`src/rtl/result_sender.sv`:
```
// Frames 32-bit results and work acknowledges into byte streams for a
// byte-wide transmitter. Results queue in a small FIFO. Acknowledges
// coalesce into one pending flag and go out ahead of queued results, but
// only at a frame boundary.
module result_sender #(
  parameter int         DEPTH    = 4,
  parameter logic [7:0] SYNC     = 8'hA5,
  parameter logic [7:0] T_RESULT = 8'h01,
  parameter logic [7:0] T_ACK    = 8'h02
) (
  input  logic                   clk,
  input  logic                   rst,
  input  logic                   new_result,
  input  logic [31:0]            result_data,
  input  logic                   got_work,
  input  logic                   tx_busy,
  output logic [7:0]             tx_data,
  output logic                   new_tx_data,
  output logic                   overflow,
  output logic [$clog2(DEPTH):0] fifo_count
);

  localparam int          AW       = $clog2(DEPTH);
  localparam logic [AW:0] FULL_CNT = (AW + 1)'(DEPTH);

  localparam logic [1:0] S_IDLE   = 2'd0;
  localparam logic [1:0] S_SEND   = 2'd1;
  localparam logic [1:0] S_STROBE = 2'd2;
  localparam logic [1:0] S_WAIT   = 2'd3;

  logic [31:0]   mem [DEPTH];
  logic [AW-1:0] wr_ptr_q, wr_ptr_d, rd_ptr_q, rd_ptr_d;
  logic [AW:0]   count_q, count_d;
  logic          overflow_q, overflow_d;
  logic          ack_pend_q, ack_pend_d;
  logic [1:0]    state_q, state_d;
  logic [2:0]    idx_q, idx_d;
  logic [31:0]   word_q, word_d;
  logic          is_ack_q, is_ack_d;
  logic [7:0]    tx_data_q, tx_data_d;
  logic          new_tx_data_q, new_tx_data_d;

  logic          pop, push, fifo_full, ack_clr;
  logic [7:0]    cur_byte, chk;
  logic [2:0]    last_idx;

  // FIFO bookkeeping. The pop only happens in IDLE when no ack is pending,
  // and a push at a full FIFO is still taken if that same edge pops.
  always_comb begin
    // NOTE: every combinational output gets a default value first, so no
    // path through the block leaves it unassigned and no latch is inferred.
    pop        = (state_q == S_IDLE) && !ack_pend_q && (count_q != '0);
    fifo_full  = (count_q == FULL_CNT);
    push       = new_result && (!fifo_full || pop);
    wr_ptr_d   = push ? wr_ptr_q + 1'b1 : wr_ptr_q;
    rd_ptr_d   = pop  ? rd_ptr_q + 1'b1 : rd_ptr_q;
    count_d    = count_q;
    if (push && !pop)      count_d = count_q + 1'b1;
    else if (pop && !push) count_d = count_q - 1'b1;
    overflow_d = overflow_q | (new_result & ~push);
  end

  // Select the byte at the current frame index from the frame register.
  always_comb begin
    chk      = T_RESULT ^ word_q[31:24] ^ word_q[23:16] ^ word_q[15:8] ^ word_q[7:0];
    last_idx = is_ack_q ? 3'd2 : 3'd6;
    cur_byte = SYNC;
    case (idx_q)
      3'd0:    cur_byte = SYNC;
      3'd1:    cur_byte = is_ack_q ? T_ACK : T_RESULT;
      3'd2:    cur_byte = is_ack_q ? T_ACK : word_q[31:24];
      3'd3:    cur_byte = word_q[23:16];
      3'd4:    cur_byte = word_q[15:8];
      3'd5:    cur_byte = word_q[7:0];
      default: cur_byte = chk;
    endcase
  end

  // Frame sequencer: load a frame, then strobe one byte per transmitter handshake.
  always_comb begin
    state_d       = state_q;
    idx_d         = idx_q;
    word_d        = word_q;
    is_ack_d      = is_ack_q;
    tx_data_d     = tx_data_q;
    new_tx_data_d = 1'b0;
    ack_clr       = 1'b0;
    case (state_q)
      S_IDLE: begin
        if (ack_pend_q) begin
          is_ack_d = 1'b1;
          ack_clr  = 1'b1;
          idx_d    = 3'd0;
          state_d  = S_SEND;
        end else if (count_q != '0) begin
          word_d   = mem[rd_ptr_q];
          is_ack_d = 1'b0;
          idx_d    = 3'd0;
          state_d  = S_SEND;
        end
      end
      S_SEND: begin
        if (!tx_busy) begin
          tx_data_d     = cur_byte;
          new_tx_data_d = 1'b1;
          state_d       = S_STROBE;
        end
      end
      S_STROBE: state_d = S_WAIT;
      S_WAIT: begin
        if (!tx_busy) begin
          if (idx_q == last_idx) begin
            state_d = S_IDLE;
          end else begin
            idx_d   = idx_q + 3'd1;
            state_d = S_SEND;
          end
        end
      end
      default: state_d = S_IDLE;
    endcase
    // A got_work arriving on the same edge that consumes the flag re-arms it.
    ack_pend_d = got_work | (ack_pend_q & ~ack_clr);
  end

  // FIFO storage write port.
  always_ff @(posedge clk) begin
    // NOTE: storage is deliberately not reset. Emptiness is carried by the
    // pointers and the count, so stale contents are never read.
    if (push) mem[wr_ptr_q] <= result_data;
  end

  // Control and output registers, cleared asynchronously.
  always_ff @(posedge clk or negedge rst) begin
    // NOTE: non-blocking assignments, so every flop samples pre-edge values.
    if (!rst) begin
      wr_ptr_q      <= '0;
      rd_ptr_q      <= '0;
      count_q       <= '0;
      overflow_q    <= 1'b0;
      ack_pend_q    <= 1'b0;
      state_q       <= S_IDLE;
      idx_q         <= 3'd0;
      word_q        <= 32'h0;
      is_ack_q      <= 1'b0;
      tx_data_q     <= 8'h00;
      new_tx_data_q <= 1'b0;
    end else begin
      wr_ptr_q      <= wr_ptr_d;
      rd_ptr_q      <= rd_ptr_d;
      count_q       <= count_d;
      overflow_q    <= overflow_d;
      ack_pend_q    <= ack_pend_d;
      state_q       <= state_d;
      idx_q         <= idx_d;
      word_q        <= word_d;
      is_ack_q      <= is_ack_d;
      tx_data_q     <= tx_data_d;
      new_tx_data_q <= new_tx_data_d;
    end
  end

  assign tx_data     = tx_data_q;
  assign new_tx_data = new_tx_data_q;
  assign overflow    = overflow_q;
  assign fifo_count  = count_q;

endmodule

```
`config.mk`:
```
export PLATFORM = sky130hd
export DESIGN_NAME = result_sender
export DESIGN_NICKNAME = d
export VERILOG_FILES = /design/src/rtl/result_sender.sv
export SDC_FILE = /design/constraint.sdc
export NUM_CORES = 1
export LEC_CHECK = 0
export ABC_AREA = 1
export ABC_CLOCK_PERIOD_IN_PS = 3900
export BUFFER_PORTS_ARGS = -buffer_cell sky130_fd_sc_hd__buf_2
export CELL_PAD_IN_SITES_DETAIL_PLACEMENT = 0
export CELL_PAD_IN_SITES_GLOBAL_PLACEMENT = 1
export CORE_MARGIN = 5
export CORE_UTILIZATION = 40
export DETAILED_ROUTE_END_ITERATION = 10
export MAX_ROUTING_LAYER = met4
export PLACE_DENSITY = 0.69
export SYNTH_ARGS = -nofsm -noshare
export SYNTH_HDL_FRONTEND = slang
export SYNTH_SLANG_ARGS = --single-unit
```
`constraint.sdc`:
```
create_clock -name clk -period 3.9 [get_ports clk]
set_input_delay 0.39 -clock clk [delete_from_list [all_inputs] [get_ports clk]]
set_output_delay 0.39 -clock clk [all_outputs]
set_load 0.01 [all_outputs]
```
## Word-level counts from Yosys, hierarchy flattened

Memory sizes are Yosys's and may differ from the RTL's. A register that Yosys moved wholly into a read port is not among the register bits.
Index checks and enable logic that the tools add are counted.

| cells by class | value |
|---|---|
| muxes and demuxes | 25 |
| reduce and logical (&&, ||, !) cells | 22 |
| add/subtract/negate cells | 5 |
| bitwise operators | 12 |
| equal/unequal tests | 14 |

Operators with widths:

| cell | number |
|---|---|
| $pmux 8 s6 | 1 |
| $xor 8x8->8 | 3 |
| $mux 3 | 7 |
| $mux 2 | 5 |
| $eq 3x3->1 const B | 3 |
| $mux 1 | 9 |
| $mux 8 | 1 |
| $pmux 2 s4 | 1 |
| $add 3x1->3 const B | 2 |
| $eq 3x2->1 const B | 2 |
| $ne 2x2->1 const B | 3 |
| $pmux 3 s2 | 1 |
| $reduce_and 3->1 | 2 |
| $reduce_bool 2->1 | 3 |
| $logic_and 1x1->1 | 5 |
| $logic_not 1->1 | 5 |
| $not 1->1 | 5 |
| $add 2x1->2 const B | 2 |
| $eq 2x2->1 const B | 2 |
| $reduce_and 2->1 | 2 |
| $reduce_and 4->1 | 1 |
| $eq 3x1->1 const B | 1 |
| $eq 3x3->1 | 1 |
| $logic_not 3->1 | 1 |
| 8 further kinds | 10 |

| word-level totals | value |
|---|---|
| bits of input ports | 37 |
| register bits | 24 |
| output and inout bits | 13 |
| memories | 1 |
| memory bits (writable) | 128 |
| logic and storage cells | 89 |

Memories:

| memory | depth | width | read ports | clocked after Yosys merged registers in | wr ports | RTL line | text |
|---|---|---|---|---|---|---|---|
| mem | 4 | 32 | 1 | 1 | 1 | 31 | `logic [31:0] mem [DEPTH];` |

## Longest topological paths before layout

Gate-level depths: netlist (run 1).

| depth | value |
|---|---|
| word-level depth | 9 |
| depth in mapped cells | 12 |
| depth with buffers taken out | 12 |

## Least setup slack after synthesis (run 1)

Ideal clock, no wire load.

| timing | value |
|---|---|
| path kind | register to register |
| start | register state_q[0] |
| end | memory mem[0][0] (enable) |
| setup time | 0.421 ns |
| data arrival time | 2.371 ns |
| slack | 1.108 ns |
| path buffers | 0 |
| required time | 3.479 ns |
| clock period less this slack | 2.792 ns |
| stages on the path, launching flop included | 7 |
| path through | dfrtp_1 -> inv_1 -> ha_1 -> nand2_2 -> nand4_1 -> nand2_1 -> nor2_1 |

| between the ends | value |
|---|---|
| longest elaborated chain between the ends | 7 |

RTL lines:

| item | RTL line | text |
|---|---|---|
| from (decl) | 36 | `logic [1:0] state_q, state_d;` |
| from (signal assigned) | 154 | `state_q <= state_d;` |
| $logic_not 2->1 | 52 | `pop = (state_q == S_IDLE) && !ack_pend_q && (count_q != '0);` |
| $logic_and 1x1->1 (2 in series) | 52 |  |
| $logic_or 1x1->1 | 54 | `push = new_result && (!fifo_full \|\| pop);` |
| $logic_and 1x1->1 | 54 |  |
| $mux 1 | 130 | `if (push) mem[wr_ptr_q] <= result_data;` |
| $mux 1 (implied by the code) | 130 |  |
| to (decl) | 31 |  |

No other way between the ends.

## Final worst setup path (run 1)

| timing | value |
|---|---|
| start | register state_q[1] |
| end | register count_q[2], in the netlist fifo_count[2] |

| between the ends | value |
|---|---|
| longest elaborated chain between the ends | 8 |
| elaborated cells between the ends (all ways) | 11 |
| those cells by class | mux (1); reduce/logical (10) |

RTL lines:

| item | RTL line | text |
|---|---|---|
| $logic_not 2->1 * | 52 |  |
| $logic_and 1x1->1 * (2 in series) | 52 |  |
| $logic_or 1x1->1 * | 54 |  |
| $logic_and 1x1->1 * | 54 |  |
| named net push | 43 | `logic pop, push, fifo_full, ack_clr;` |
| $logic_not 1->1 | 59 | `else if (pop && !push) count_d = count_q - 1'b1;` |
| $logic_and 1x1->1 | 59 |  |
| $reduce_bool 2->1 (no source line) | - |  |
| to (signal assigned) | 151 | `count_q <= count_d;` |
| to (decl) | 33 | `logic [AW:0] count_q, count_d;` |

Mark *: on every way through the listed nets, which the timed path passes. The rest lies on a longest branch.
A chain may end at the register's enable or synchronous reset.

==> results of run 1 <==
==> placed cells by master (no fill, tap or decap), drive strengths merged <==
cell type,synthesis,layout
nand4,4,4
bufinv,0,1
ha,14,14
a31oi,21,21
nor2,156,156
dlygate4sd3,0,1
buf,14,56
xnor2,12,12
nand3b,1,1
clkbuf,16,20
o22ai,14,14
xor2,8,8
nand3,26,26
inv,54,62
o21ai,86,86
nand2,103,103
o21bai,2,2
edfxtp,128,128
clkinv,1,4
a21oi,5,5
dfrtp,56,56
fa,1,1
==> per-stage QoR <==
stage | setup slack (ns) | instance area, sq um | std cells | hold slack (ns)
5_1_grt | 1.22 | 8930 | 1046 | 0.155
6_report | 1.49 | 8930 | 1046 | 0.175
3_5_place_dp | 1.49 | 8330 | 1013 | 0.173
3_3_place_gp | 1.55 | 8330 | 1013 | 0.172
2_1_floorplan | 1.11 | 7900 | 722 | 0.0944
4_1_cts | 1.48 | 8930 | 1046 | 0.152
==> area by class of cell <==
cell class,instances,share of cell area
flip-flops and latches,184,0.587
multi-input cells,453,0.252
clock buffers,20,0.0523
well taps,265,0.0371
repair buffers,57,0.0345
inverters,55,0.0233
clock inverters,12,0.0139
==> per-layer routing <==
| layer | wire [um] | part of all wire |
|---|---|---|
| met1 | 7750 | 0.46 |
| met2 | 8300 | 0.49 |
| met3 | 641 | 0.038 |
| met4 | 269 | 0.016 |
| met5 | 0 | 0 |
==> critical path, delay by kind of cell (launching register included) <==
kind / cells / cell delay (ns)
adders and majority gates: 3 / 0.76
DFF: 1 / 0.40
and+or+nand+nor: 3 / 0.38
buffers and inverters: 3 / 0.33
AOI/OAI and AO/OA: 2 / 0.26
xor gates and xnor gates: 1 / 0.15
==> kinds of logic (layout without fill, tap and decap cells) <==
group,count (synthesis),in the layout,share of synthesized area
DFF,184,184,0.664
and+or+nand+nor,290,290,0.146
xor gates and xnor gates,20,20,0.0222
AOI/OAI and AO/OA,128,128,0.0901
buffers and inverters,85,144,0.0533
adders and majority gates,15,15,0.0247
==> flip-flops by register name, summed over array words and instances (netlist names) <==
signal and cells:
overflow 1, mem 128, is_ack_q 1, new_tx_data 1, tx_data 8, idx_q 3
word_q 32, wr_ptr_q 2, state_q 2, fifo_count 3, rd_ptr_q 2, ack_pend_q 1
==> worst max path at each step <==
| stage | from | endpoint | slack [ns] | depth (start not counted) |
|---|---|---|---|---|
| global placement | state_q[0] | fifo_count[2] | 1.55 | 12 |
| CTS | state_q[1] | fifo_count[2] | 1.48 | 12 |
| floorplan | state_q[0] | mem[0][0] | 1.11 | 6 |
| detailed placement | state_q[1] | fifo_count[2] | 1.49 | 12 |
| global route | state_q[0] | fifo_count[2] | 1.22 | 12 |
| finish | state_q[1] | fifo_count[2] | 1.49 | 12 |
==> where the power goes <==
group	internal (mW)	switching (mW)
clock	0.952	0.751
combinational	0.730	1.45
sequential	2.66	0.316
total	4.34	2.52
==> timing repair <==
| item | in CTS | in global routing |
|---|---|---|
| hold endpoints to repair | 1 | 0 |
| hold buffers | 1 | 0 |
| endpoints found under the setup margin | 0 | 0 |
==> reports/metrics.cfg, run 1 <==
[global_routing]
antenna_found_initial=0
use_met2=0.269
met1_usage=0.207
grtUsageMet3=0.0316
grt.busiest_layer=met2
grt_start_max_net_pins=66
grt_pass1_vias=5148
grtUsageTotal=0.164
grt_pass1_wl_um=27400
overflow=0

[drt]
detail-route-antenna-nets=0
via_per_inst=4.87
wl_um=17000
wl_per_cell_um=16.2
route.detailed.drc=0
first_pass_iters=4
num_vias=5097
drt_iter0_drc=309

[pwr]
power_density_nw_per_um2=768
ir_drop_v=0.000284
p_leak_nw=3.52
power_mw=6.86

[timing]
worst_pin_slew_ns=1.28
finalCriticalPeriod_ns=2.41
maxSlewViolCount=0
setup_violations=0
fin_crit_sh=0.618
clock.fmax_mhz=415
fin_setup_tns_ns=0
rsz0062_at_grt=false
clock-skew-final_ns=0.00597
relSlewSlack=0.148
hold_viol=0

[layout]
nets=820
multiInputGateArea_sq_um=2250
num-fill-cells=1768
antennaDiodeCount=0
syn_to_final_growth_pct=13.0
regArea_sq_um=5250
drive_above_1_share=0.138
final_util=0.459

[setup_path]
rr_startpoint=state_q[1]
worstPathArrival_ns=2.71
reg2reg_slack_ns=1.49
crit_fanout=6
slowest_stage=dfrtp_1
start_kind=register
r2r-end=fifo_count[2]
worstPathCellList=inv_1 > ha_1 > nand2_2 > nand4_1 > nand2_1 > inv_1 > ha_1 > inv_1 > fa_1 > a21oi_1 > o21ai_0 > xor2_1
crit_top_cell=inv_1
required_ns=4.20
rr_worst_depth=12
critPathKind=reg -> reg
end_kind=register
max_stage_delay_ns=0.40

[flow_run]
max_cap_violations=0

[synth]
synth_cell_types=31
yosys.area.top_type=edfxtp_1
syn_area_per_cell_sq_um=10.9
syn_nets=774
netlist_area_sq_um=7900
synth.top_cells.by_count=nor2_1, edfxtp_1, nand2_1
async_flop_share=0.304
ys.flop_type=edfxtp_1
postSynthCellCount=722
ys_ff_latch=184
synth.most_common_cell=nor2_1
synthDominantCellAreaShare=0.486
ys_warn_count=0
synth-seq-area-share=0.664
yosys-top-cells-area=edfxtp_1, dfrtp_1, nor2_1, o21ai_0, nand2_1
synth_edf_count=128

[cts]
cts-resized-gates=0
path_clk_slew_ns=0.07
cts_root_buffer=clkbuf_16
cts_tree=built
postCtsSetupBuffers=0
h-tree-depth=4
numCtsBuffers=17
clock_sinks=184
insertion_delay_ns=0.42
clock_path_buffers=2

[floorplan]
die_area_sq_um=22700
core_area_sq_um=19500
dieHeight_um=151
pin_count=50
rows=51
initial_core_util=0.406
die_x_um=151

[hold_path]
whs_path_depth=1
hp-start=result_data[0]
hold_end=mem[2][0]
hp-class=in -> reg

[status]
outcome=finished clean

[placement]
place.detailed.hpwl_um=10200
port-buffer-count=49
gp_congestion=0.852

(Power assumes the default switching activity.)
==> run 2: changes to the inputs <==
--- a/config.mk
+++ b/config.mk
@@ -6,7 +6,7 @@
 export NUM_CORES = 1
 export LEC_CHECK = 0
 export ABC_AREA = 1
-export ABC_CLOCK_PERIOD_IN_PS = 3900
+export ABC_CLOCK_PERIOD_IN_PS = 2400
 export BUFFER_PORTS_ARGS = -buffer_cell sky130_fd_sc_hd__buf_2
 export CELL_PAD_IN_SITES_DETAIL_PLACEMENT = 0
 export CELL_PAD_IN_SITES_GLOBAL_PLACEMENT = 1
==> constraint.sdc (replaced) <==
create_clock -name clk -period 2.4 [get_ports clk]
set_input_delay 0.24 -clock clk [delete_from_list [all_inputs] [get_ports clk]]
set_output_delay 0.24 -clock clk [all_outputs]
set_load 0.01 [all_outputs]
==> run 2 against run 1 <==
Sequential power is 63% higher. Largest cell class unchanged. Power is 65% higher. Worst hold slack worse by 0.15 ns.
==> reports/metrics.cfg, run 2 (synthesis results as in run 1) <==
[status]
outcome=finished clean

[timing]
hold_viol=0
setup_violations=0
clock.fmax_mhz=465
worst_pin_slew_ns=0.452
fin_setup_tns_ns=0
maxSlewViolCount=0
relSlewSlack=0.698
clock-skew-final_ns=0.00704
rsz0062_at_grt=false
finalCriticalPeriod_ns=2.15
setup_ws_ns=0.251
fin_crit_sh=0.895

[cts]
clock_path_buffers=2
numCtsBuffers=17
h-tree-depth=4
path_clk_slew_ns=0.07
postCtsSetupBuffers=0
cts_tree=built
insertion_delay_ns=0.42
clock_sinks=184
cts_root_buffer=clkbuf_16

[global_routing]
grtUsageTotal=0.163
grt_pass1_vias=5239
grt_start_max_net_pins=66
overflow=0
grt_pass1_wl_um=27400
antenna_found_initial=0

[drt]
via_per_inst=4.92
first_pass_iters=5
wl_um=17000
route.detailed.drc=0
detail-route-antenna-nets=0
num_vias=5182
wl_per_cell_um=16.1
drt_iter0_drc=277

[setup_path]
max_stage_delay_ns=0.43
crit_fanout=4
critPathKind=reg -> reg
crit_top_cell=inv_1
worstPathArrival_ns=2.45
end_kind=register
required_ns=2.70
slowest_stage=dfrtp_1
worstPathCellList=inv_2 > ha_4 > nand2_2 > nand4_1 > nand2_1 > inv_1 > ha_1 > inv_1 > fa_1 > a21oi_1 > o21ai_0 > xor2_1
start_kind=register

[pwr]
ir_drop_v=0.000565
power_density_nw_per_um2=1240
p_leak_nw=3.56

[layout]
largest_register_ffs=128
antennaDiodeCount=0
final_common_cell=nor2_1
drive_above_1_share=0.146
nets=827
num-fill-cells=1768
final_cell_mix=nor2_1, edfxtp_1, nand2_1
layoutNonFillerInstCount=1053
syn_to_final_growth_pct=14.7
regMostFlops=mem

[placement]
gp_congestion=0.858
place.detailed.hpwl_um=10800
port-buffer-count=49
dp_slack_ns=0.137
dpl.cell_count=1020

[floorplan]
initial_core_util=0.406
dieHeight_um=151
core_area_sq_um=19500
die_x_um=151
pin_count=50
rows=51
die_area_sq_um=22700

[flow_run]
max_cap_violations=0

[hold_path]
hp-class=in -> reg

run 2: changes by cell type in the layout (fill, tap and decap cells not counted), sizes merged:
cell / previous run / this run
buf: 56 / 63
bufinv: 1 / 2
clkinvlp: 0 / 3
clkbuf: 20 / 21
clkinv: 4 / 6
inv: 62 / 55
run 2: layout make-up:
cell class,count,area [sq um],area share
clock buffer,21,450,0.0497
clock inverter,11,124,0.0137
inverter,55,208,0.0229
multi-input combinational,453,2260,0.249
sequential,184,5250,0.579
tap,265,332,0.0366
timing repair buffer,64,448,0.0494
run 2: worst paths after layout:
| check | start | end | slack, ns | depth (start not counted) |
|---|---|---|---|---|
| min | result_data[29] | mem[2][29] | 0.03 | 1 |
| min reg2reg | tx_data[0] | tx_data[0] | 0.47 | 2 |
| max reg2reg | state_q[0] | fifo_count[2] | 0.25 | 12 |
| min in group asynchronous | rst | overflow | 0.26 | 2 |
| max | state_q[0] | fifo_count[2] | 0.25 | 12 |
| max in group asynchronous | rst | word_q[8] | 1.49 | 3 |
run 2: through the flow:
stage	instance area (sq um)	util	power (mW)	hold WS (ns)
global placement	8470	0.435	8.52	0.173
finish	9070	0.466	11.3	0.0266
global route	9070	0.466	12.1	0.0183
detailed placement	8470	0.435	8.65	0.176
floorplan	7900	-	7.42	-0.0556
CTS	9050	0.465	11.4	0.0144
run 2: critical path: cells and delay by family, from the launching register on:
kind / cells / cell delay, ns
buf+inv: 3 / 0.26
xor+xnor: 1 / 0.16
compound gates: 2 / 0.24
flops: 1 / 0.43
fa+ha+maj: 3 / 0.67
simple gates: 3 / 0.25
run 2: per-layer routing:
| layer | GRT usage | part of all wire |
|---|---|---|
| met1 | 0.215 | 0.47 |
| met2 | 0.253 | 0.47 |
| met3 | 0.0307 | 0.030 |
| met4 | 0.0571 | 0.024 |
| met5 | - | 0 |
run 2: where the power goes:
part	switching, mW	internal (mW)	total [mW]
Sequential	0.529	4.32	4.85
Combinational	2.38	1.34	3.72
Clock	1.15	1.56	2.71
Total	4.06	7.22	11.3
run 2: what timing repair did:
item | in CTS | in global routing
hold buffers | 1 | 0
resized for setup | 0 | 4
setup endpoints to repair | 0 | 1
hold endpoints to repair | 14 | 0
